==> src/rtl/drum_midi_tx_if.sv <==
// Pad-trigger and MIDI-line bundle for drum_midi_tx.
// The master side fires pads; the slave side drives the UART line.
interface drum_midi_tx_if #(
  parameter int FIFO_DEPTH = 8
);
  localparam int LW = $clog2(FIFO_DEPTH) + 1;

  logic          trig_cymbal;
  logic          trig_hihat;
  logic          trig_tom;
  logic          trig_snare;
  logic          trig_kick;
  logic          midi_tx;
  logic          busy;
  logic          overflow;
  logic [LW-1:0] fifo_level;

  modport master (
    output trig_cymbal,
    output trig_hihat,
    output trig_tom,
    output trig_snare,
    output trig_kick,
    input  midi_tx,
    input  busy,
    input  overflow,
    input  fifo_level
  );

  modport slave (
    input  trig_cymbal,
    input  trig_hihat,
    input  trig_tom,
    input  trig_snare,
    input  trig_kick,
    output midi_tx,
    output busy,
    output overflow,
    output fifo_level
  );
endinterface

==> src/rtl/drum_midi_tx.sv <==
// Drum pad hits -> MIDI Note-On over 8N1 UART.
// Pending coalescer feeds a note FIFO drained by a byte serializer.
module drum_midi_tx #(
  parameter int CLK_FREQ       = 48000000,
  parameter int BAUD           = 31250,
  parameter int FIFO_DEPTH     = 8,
  parameter int MIDI_CH        = 9,
  parameter int VELOCITY       = 100,
  parameter int RUNNING_STATUS = 1
) (
  input logic           clk,
  input logic           rst_n,
  drum_midi_tx_if.slave pad_if
);
  localparam int BIT_DIV = CLK_FREQ / BAUD;
  localparam int CW      = $clog2(BIT_DIV);
  localparam int AW      = $clog2(FIFO_DEPTH);
  localparam int LW      = AW + 1;

  localparam logic [7:0]    STATUS = 8'h90 | 8'(MIDI_CH & 15);
  localparam logic [7:0]    VEL    = 8'(VELOCITY);
  localparam logic [CW-1:0] LAST   = CW'(BIT_DIV - 1);

  typedef enum logic [2:0] {
    IDLE,
    LOAD,
    START,
    DATA,
    STOP
  } state_e;

  logic [4:0]    trig;
  logic [4:0]    pend_q, pend_d;
  logic [4:0]    sel, clr;
  logic [6:0]    sel_note;
  logic          ovf_q, ovf_d;
  logic          push, pop;
  logic          full, empty;
  logic [LW-1:0] wp_q, rp_q, level;
  logic [6:0]    mem [FIFO_DEPTH];

  state_e        state_q, state_d;
  logic [CW-1:0] cnt_q, cnt_d;
  logic [2:0]    bit_q, bit_d;
  logic [1:0]    bsel_q, bsel_d;
  logic [6:0]    note_q, note_d;
  logic          lsv_q, lsv_d;
  logic          tx_q, tx_d;
  logic          tick;
  logic [7:0]    cur;

  assign trig = {pad_if.trig_cymbal,
                 pad_if.trig_hihat,
                 pad_if.trig_tom,
                 pad_if.trig_snare,
                 pad_if.trig_kick};

  always_comb begin
    sel      = '0;
    sel_note = 7'h00;
    if (pend_q[4]) begin
      sel      = 5'b10000;
      sel_note = 7'h31;
    end else if (pend_q[3]) begin
      sel      = 5'b01000;
      sel_note = 7'h2A;
    end else if (pend_q[2]) begin
      sel      = 5'b00100;
      sel_note = 7'h2D;
    end else if (pend_q[1]) begin
      sel      = 5'b00010;
      sel_note = 7'h26;
    end else if (pend_q[0]) begin
      sel      = 5'b00001;
      sel_note = 7'h24;
    end
  end

  assign level = wp_q - rp_q;
  assign full  = level == LW'(FIFO_DEPTH);
  assign empty = level == '0;
  assign push  = (pend_q != '0) && !full;
  assign clr   = push ? sel : '0;

  // A bit being pushed this cycle may be re-armed without loss.
  assign pend_d = (pend_q & ~clr) | trig;
  assign ovf_d  = |(trig & pend_q & ~clr);

  always_ff @(posedge clk or negedge rst_n) begin
    if (!rst_n) begin
      pend_q <= '0;
      ovf_q  <= 1'b0;
      wp_q   <= '0;
      rp_q   <= '0;
    end else begin
      pend_q <= pend_d;
      ovf_q  <= ovf_d;
      if (push) wp_q <= wp_q + LW'(1);
      if (pop)  rp_q <= rp_q + LW'(1);
    end
  end

  always_ff @(posedge clk) begin
    if (push) mem[wp_q[AW-1:0]] <= sel_note;
  end

  assign tick = cnt_q == LAST;

  always_comb begin
    unique case (bsel_q)
      2'd0:    cur = STATUS;
      2'd1:    cur = {1'b0, note_q};
      default: cur = VEL;
    endcase
  end

  always_comb begin
    state_d = state_q;
    cnt_d   = cnt_q;
    bit_d   = bit_q;
    bsel_d  = bsel_q;
    note_d  = note_q;
    lsv_d   = lsv_q;
    pop     = 1'b0;
    case (state_q)
      IDLE: begin
        if (!empty) begin
          pop     = 1'b1;
          note_d  = mem[rp_q[AW-1:0]];
          state_d = LOAD;
        end
      end
      LOAD: begin
        state_d = START;
        cnt_d   = '0;
        bsel_d  = (RUNNING_STATUS != 0 && lsv_q) ? 2'd1 : 2'd0;
      end
      START: begin
        if (tick) begin
          state_d = DATA;
          cnt_d   = '0;
          bit_d   = '0;
        end else begin
          cnt_d = cnt_q + CW'(1);
        end
      end
      DATA: begin
        if (tick) begin
          cnt_d = '0;
          if (bit_q == 3'd7) state_d = STOP;
          else bit_d = bit_q + 3'd1;
        end else begin
          cnt_d = cnt_q + CW'(1);
        end
      end
      STOP: begin
        if (tick) begin
          cnt_d = '0;
          if (bsel_q == 2'd0) lsv_d = 1'b1;
          if (bsel_q == 2'd2) begin
            state_d = IDLE;
          end else begin
            bsel_d  = bsel_q + 2'd1;
            state_d = START;
          end
        end else begin
          cnt_d = cnt_q + CW'(1);
        end
      end
      default: state_d = IDLE;
    endcase
  end

  // Line level follows the state being entered, keeping midi_tx a flop.
  always_comb begin
    case (state_d)
      START:   tx_d = 1'b0;
      DATA:    tx_d = cur[bit_d];
      default: tx_d = 1'b1;
    endcase
  end

  always_ff @(posedge clk or negedge rst_n) begin
    if (!rst_n) begin
      state_q <= IDLE;
      cnt_q   <= '0;
      bit_q   <= '0;
      bsel_q  <= '0;
      note_q  <= '0;
      lsv_q   <= 1'b0;
      tx_q    <= 1'b1;
    end else begin
      state_q <= state_d;
      cnt_q   <= cnt_d;
      bit_q   <= bit_d;
      bsel_q  <= bsel_d;
      note_q  <= note_d;
      lsv_q   <= lsv_d;
      tx_q    <= tx_d;
    end
  end

  assign pad_if.midi_tx    = tx_q;
  assign pad_if.overflow   = ovf_q;
  assign pad_if.fifo_level = level;
  assign pad_if.busy       = (state_q != IDLE)
                           | (level != '0)
                           | (pend_q != '0);
endmodule

==> src/flat_wrapper.sv <==
// flat-port wrapper written by rule: the top's interface ports become plain ports
module drum_midi_tx_flat 
#(
  parameter int CLK_FREQ       = 48000000,
  parameter int BAUD           = 31250,
  parameter int FIFO_DEPTH     = 8,
  parameter int MIDI_CH        = 9,
  parameter int VELOCITY       = 100,
  parameter int RUNNING_STATUS = 1
)
  (clk, rst_n, pad_if_trig_cymbal, pad_if_trig_hihat, pad_if_trig_tom, pad_if_trig_snare, pad_if_trig_kick, pad_if_midi_tx, pad_if_busy, pad_if_overflow, pad_if_fifo_level);
  drum_midi_tx_if #(.FIFO_DEPTH(FIFO_DEPTH)) pad_if_i ();
  input logic clk;
  input logic rst_n;
  input wire logic [$bits(pad_if_i.trig_cymbal)-1:0] pad_if_trig_cymbal;
  input wire logic [$bits(pad_if_i.trig_hihat)-1:0] pad_if_trig_hihat;
  input wire logic [$bits(pad_if_i.trig_tom)-1:0] pad_if_trig_tom;
  input wire logic [$bits(pad_if_i.trig_snare)-1:0] pad_if_trig_snare;
  input wire logic [$bits(pad_if_i.trig_kick)-1:0] pad_if_trig_kick;
  output wire logic [$bits(pad_if_i.midi_tx)-1:0] pad_if_midi_tx;
  output wire logic [$bits(pad_if_i.busy)-1:0] pad_if_busy;
  output wire logic [$bits(pad_if_i.overflow)-1:0] pad_if_overflow;
  output wire logic [$bits(pad_if_i.fifo_level)-1:0] pad_if_fifo_level;
  assign pad_if_i.trig_cymbal = pad_if_trig_cymbal;
  assign pad_if_i.trig_hihat = pad_if_trig_hihat;
  assign pad_if_i.trig_tom = pad_if_trig_tom;
  assign pad_if_i.trig_snare = pad_if_trig_snare;
  assign pad_if_i.trig_kick = pad_if_trig_kick;
  assign pad_if_midi_tx = pad_if_i.midi_tx;
  assign pad_if_busy = pad_if_i.busy;
  assign pad_if_overflow = pad_if_i.overflow;
  assign pad_if_fifo_level = pad_if_i.fifo_level;
  drum_midi_tx #(.CLK_FREQ(CLK_FREQ), .BAUD(BAUD), .FIFO_DEPTH(FIFO_DEPTH), .MIDI_CH(MIDI_CH), .VELOCITY(VELOCITY), .RUNNING_STATUS(RUNNING_STATUS)) u_core (.clk(clk), .rst_n(rst_n), .pad_if(pad_if_i));
endmodule
==> config.mk <==
export PLATFORM = sky130hd
export DESIGN_NAME = drum_midi_tx_flat
export DESIGN_NICKNAME = d
export VERILOG_FILES = /design/src/rtl/drum_midi_tx_if.sv /design/src/rtl/drum_midi_tx.sv /design/src/flat_wrapper.sv
export SDC_FILE = /design/constraint.sdc
export NUM_CORES = 1
export LEC_CHECK = 0
export CORE_ASPECT_RATIO = 1.4
export CORE_MARGIN = 1
export CORE_UTILIZATION = 60
export CTS_BUF_LIST = sky130_fd_sc_hd__clkbuf_4
export CTS_CLUSTER_SIZE = 20
export DETAILED_ROUTE_END_ITERATION = 8
export HOLD_SLACK_MARGIN = 0.02
export PLACE_DENSITY = 0.84
export SKIP_CTS_REPAIR_TIMING = 1
export SLEW_MARGIN = 20
export SYNTH_ARGS = -nofsm -noshare
export SYNTH_HDL_FRONTEND = slang
export SYNTH_SLANG_ARGS = --single-unit
==> constraint.sdc <==
create_clock -name clk -period 5.8 [get_ports clk]
set_input_delay 0.87 -clock clk [delete_from_list [all_inputs] [get_ports clk]]
set_output_delay 0.87 -clock clk [all_outputs]
set_load 0.005 [all_outputs]
==> metrics.md <==
| Metric | Value |
|---|---|
| CP Capture Type | `primary output` |
| Critical Path Fanout Max | `16` |
| Crit path launch | `u_core.rp_q[0]` |
| CP Cell Sequence | `ha_1 -> inv_1 -> fa_1 -> xor2_1 -> or3_1 -> nor2_1 -> nand3_1 -> clkdlybuf4s50_1` |
| Fill cells | `470` |
| Clock share of power | `21.7%` |
| Pre-antenna DRT Iters | `4` |
| Max cap viols | `0` |
| Overall Global Routing Usage | `24.2%` |
| Synth warnings | `0` |
| Post-synthesis sequential element count | `89` |
| Initial antenna violation count | `0` |
| Slew Viols, Final | `0` |
| GPL Wtd Cong | `0.803` |
| Reg-to-Reg Start | `u_core.rp_q[0]` |
| Final worst-path cycle share | `71.7%` |
| Layout Utilization | `67.9%` |
| H-Tree Depth | `3` |
| Core Region | `6610 um2` |
| TritonCTS clock tree | `built` |
| Layout cells sized above 1 | `12.8%` |
| Min cycle time layout | `4.16 ns` |
| Switching share of power | `30.2%` |
| Cell family with most CP delay | `flip-flops` |
| Die H | `100 um` |
| Cell Pwr Density | `347 nW/um2` |
| Nets@finish | `364` |
| Sequential element share of the synthesized area | `59.6%` |
| Crit start category | `flip-flop` |
| Post-synth EDFFs | `48` |
| Die ar. | `7240 um2` |
| FP Rows | `35` |
| Antenna diode count | `0` |
| Synth area leader | `edfxtp_1` |
| Clk sink count | `89` |
| Slew headroom | `28.7%` |
| Crit path DAT | `3.29 ns` |
| Area delta synth->final | `8.46%` |
| Main synth FF type | `edfxtp_1` |
| Die Wd | `72.2 um` |
| R2R cell count | `9` |
| Via/cell ratio | `6.02` |
| Data required time at the worst endpoint | `4.93 ns` |
| Initial core utilization | `62.6%` |
| Hold Path Class | `flip-flop to flip-flop` |
| Worst-Margin Slew | `1.06 ns` |
| CTS Buffer Depth | `2` |
| Dpl hpwl | `5730 um` |
| First-pass GRT wire length | `13000 um` |
| Global route overflow | `0` |
| Leak pwr | `1.73 nW` |
| Final TNS setup | `0 ns` |
| Cells after synthesis | `330` |
| Worst path slowest cell | `dfrtp_1` |
| Drt wl/cell | `17.9 um` |
| I/O Buffers | `13` |
| VDD IR max | `0.287 mV` |
| Sequential power share | `55.9%` |
| Final setup fails | `0` |
| DRC Markers | `0` |
| Area share of the largest cell type after synthesis | `34.8%` |
| First DRT Iteration DRCs | `173` |
| Syn Nets | `348` |
| Worst path buffer plus inverter count | `2` |
| Synth top area cells | `edfxtp_1 35%, dfrtp_1 24%, mux4_2 6.5%` |
| Post-Syn Area per Cell | `12.5 um2` |
| Sw Pwr | `0.000469 W` |
| Combinational fraction of design power | `22.3%` |
| Hold wc startpoint | `u_core.lsv_q` |
| Root cell of the clock tree | `clkbuf_4` |
| Unrepaired setup endpoints after global routing | `false` |
| Via count | `2668` |
| WL final | `7930 um` |
| Largest net degree at the start of global routing | `42` |
| Synth cell count leaders | `48 x edfxtp_1, 40 x dfrtp_1, 38 x nand2_1, 31 x o21ai_0, 28 x nor2_1` |
| Mapped cell area | `4140 um2` |
| CP Depth | `8` |
| Vias in the first global route | `2648` |
| Hold Crit Depth | `1` |
| Synth async-reset ratio | `46.1%` |
| Most frequent cell after synthesis | `edfxtp_1` |
| Synth unique cells | `54` |
| Hold Vio Cnt, Final | `0` |
| Status | `complete, no violations` |
| Top-level port count | `14` |
| Int Pwr | `0.00109 W` |
| CP max stage delay | `0.94 ns` |
| Placed inst area | `4350 um2` |
| Worst-Skew Late Latency | `0.43 ns` |
| Cell area after layout | `4490 um2` |
| Setup Skew | `0.0148 ns` |
| Detail Route Antenna Nets | `0` |
| TritonCTS Buffers | `9` |
| Worst-path clk slew | `0.14 ns` |
| Fmax | `241 MHz` |
| Crit Path Class | `flip-flop to primary output` |
## path summary, 6_finish.rpt
check | to | slack (ns)
worst min register to register | u_core.lsv_q | 0.50
worst max register to register | u_core.mem[1][4] | 2.11
worst max-delay path | pad_if_busy | 1.64
min in group asynchronous | u_core.bsel_q[0] | 0.55
max in group asynchronous | u_core.pend_q[3] | 4.69
worst min-delay path | u_core.lsv_q | 0.50
## flip-flops by register name (all words and copies together), names as in the netlist, 2 cells and up
register        flops
u_core.mem         48
u_core.cnt_q       11
u_core.note_q       6
u_core.pend_q       5
u_core.rp_q         4
u_core.wp_q         4
u_core.bit_q        3
u_core.state_q      3
u_core.bsel_q       2
## metal layers
metal | GRT usage (%) | vias to the layer above | wire length (um)
li1 | - | 1257 | -
met1 | 28.3 | 1330 | 3060
met2 | 43.6 | 66 | 4430
met3 | 5.02 | 15 | 286
met4 | 8.30 | 0 | 143
met5 | 0 | - | 0
## cell type report
| type | instances | area, um2 | area share [%] |
|---|---|---|---|
| flip-flops and latches | 89 | 2470 | 55.0 |
| multi-input cells | 220 | 1590 | 35.5 |
| repair buffers | 13 | 125 | 2.79 |
| well taps | 92 | 115 | 2.56 |
| clock inverters | 7 | 71.3 | 1.59 |
| clock buffers | 9 | 67.6 | 1.51 |
| inverters | 13 | 48.8 | 1.09 |
## layout by cell type, fill, tap and decap left out, drive strengths merged, types with 6 or more instances in the layout
master and instances:
o21ai 33, nand3 11, nand2 38, a21oi 8, nor2 28, clkbuf 9
dfrtp 40, edfxtp 48, mux4 12, ha 10, nor3 8, clkdlybuf4s50 12
mux2i 6, inv 13
## power by group through the flow
stage          logic (W)  registers [W]  clock network [W]
5_1_grt         0.000383       0.000882           0.000366
4_1_cts         0.000351       0.000870           0.000344
3_3_place_gp    0.000325       0.000875                  0
3_5_place_dp    0.000349       0.000883                  0
6_report        0.000347       0.000871           0.000338
2_1_floorplan   0.000224       0.000854                  0
## logic make-up after synthesis
family,after synthesis,share of synthesized area [%]
adders and majority gates,11,3.51
and+or+nand+nor,110,13.4
xor gates and xnor gates,9,1.90
buffers and inverters,21,1.96
muxes,22,9.16
DFF,89,59.6
AOI/OAI and AO/OA,68,10.4
## per-stage QoR
step	std cells	hold slack, ns	setup slack, ns	total power [W]
6_report	443	0.499	1.64	0.00156
5_1_grt	443	0.542	1.40	0.00163
4_1_cts	443	0.503	1.59	0.00157
3_5_place_dp	427	0.475	2.02	0.00123
3_3_place_gp	427	0.446	2.19	0.00120
2_1_floorplan	330	0.431	2.83	0.00108
Power figures use the tool's default switching activity.
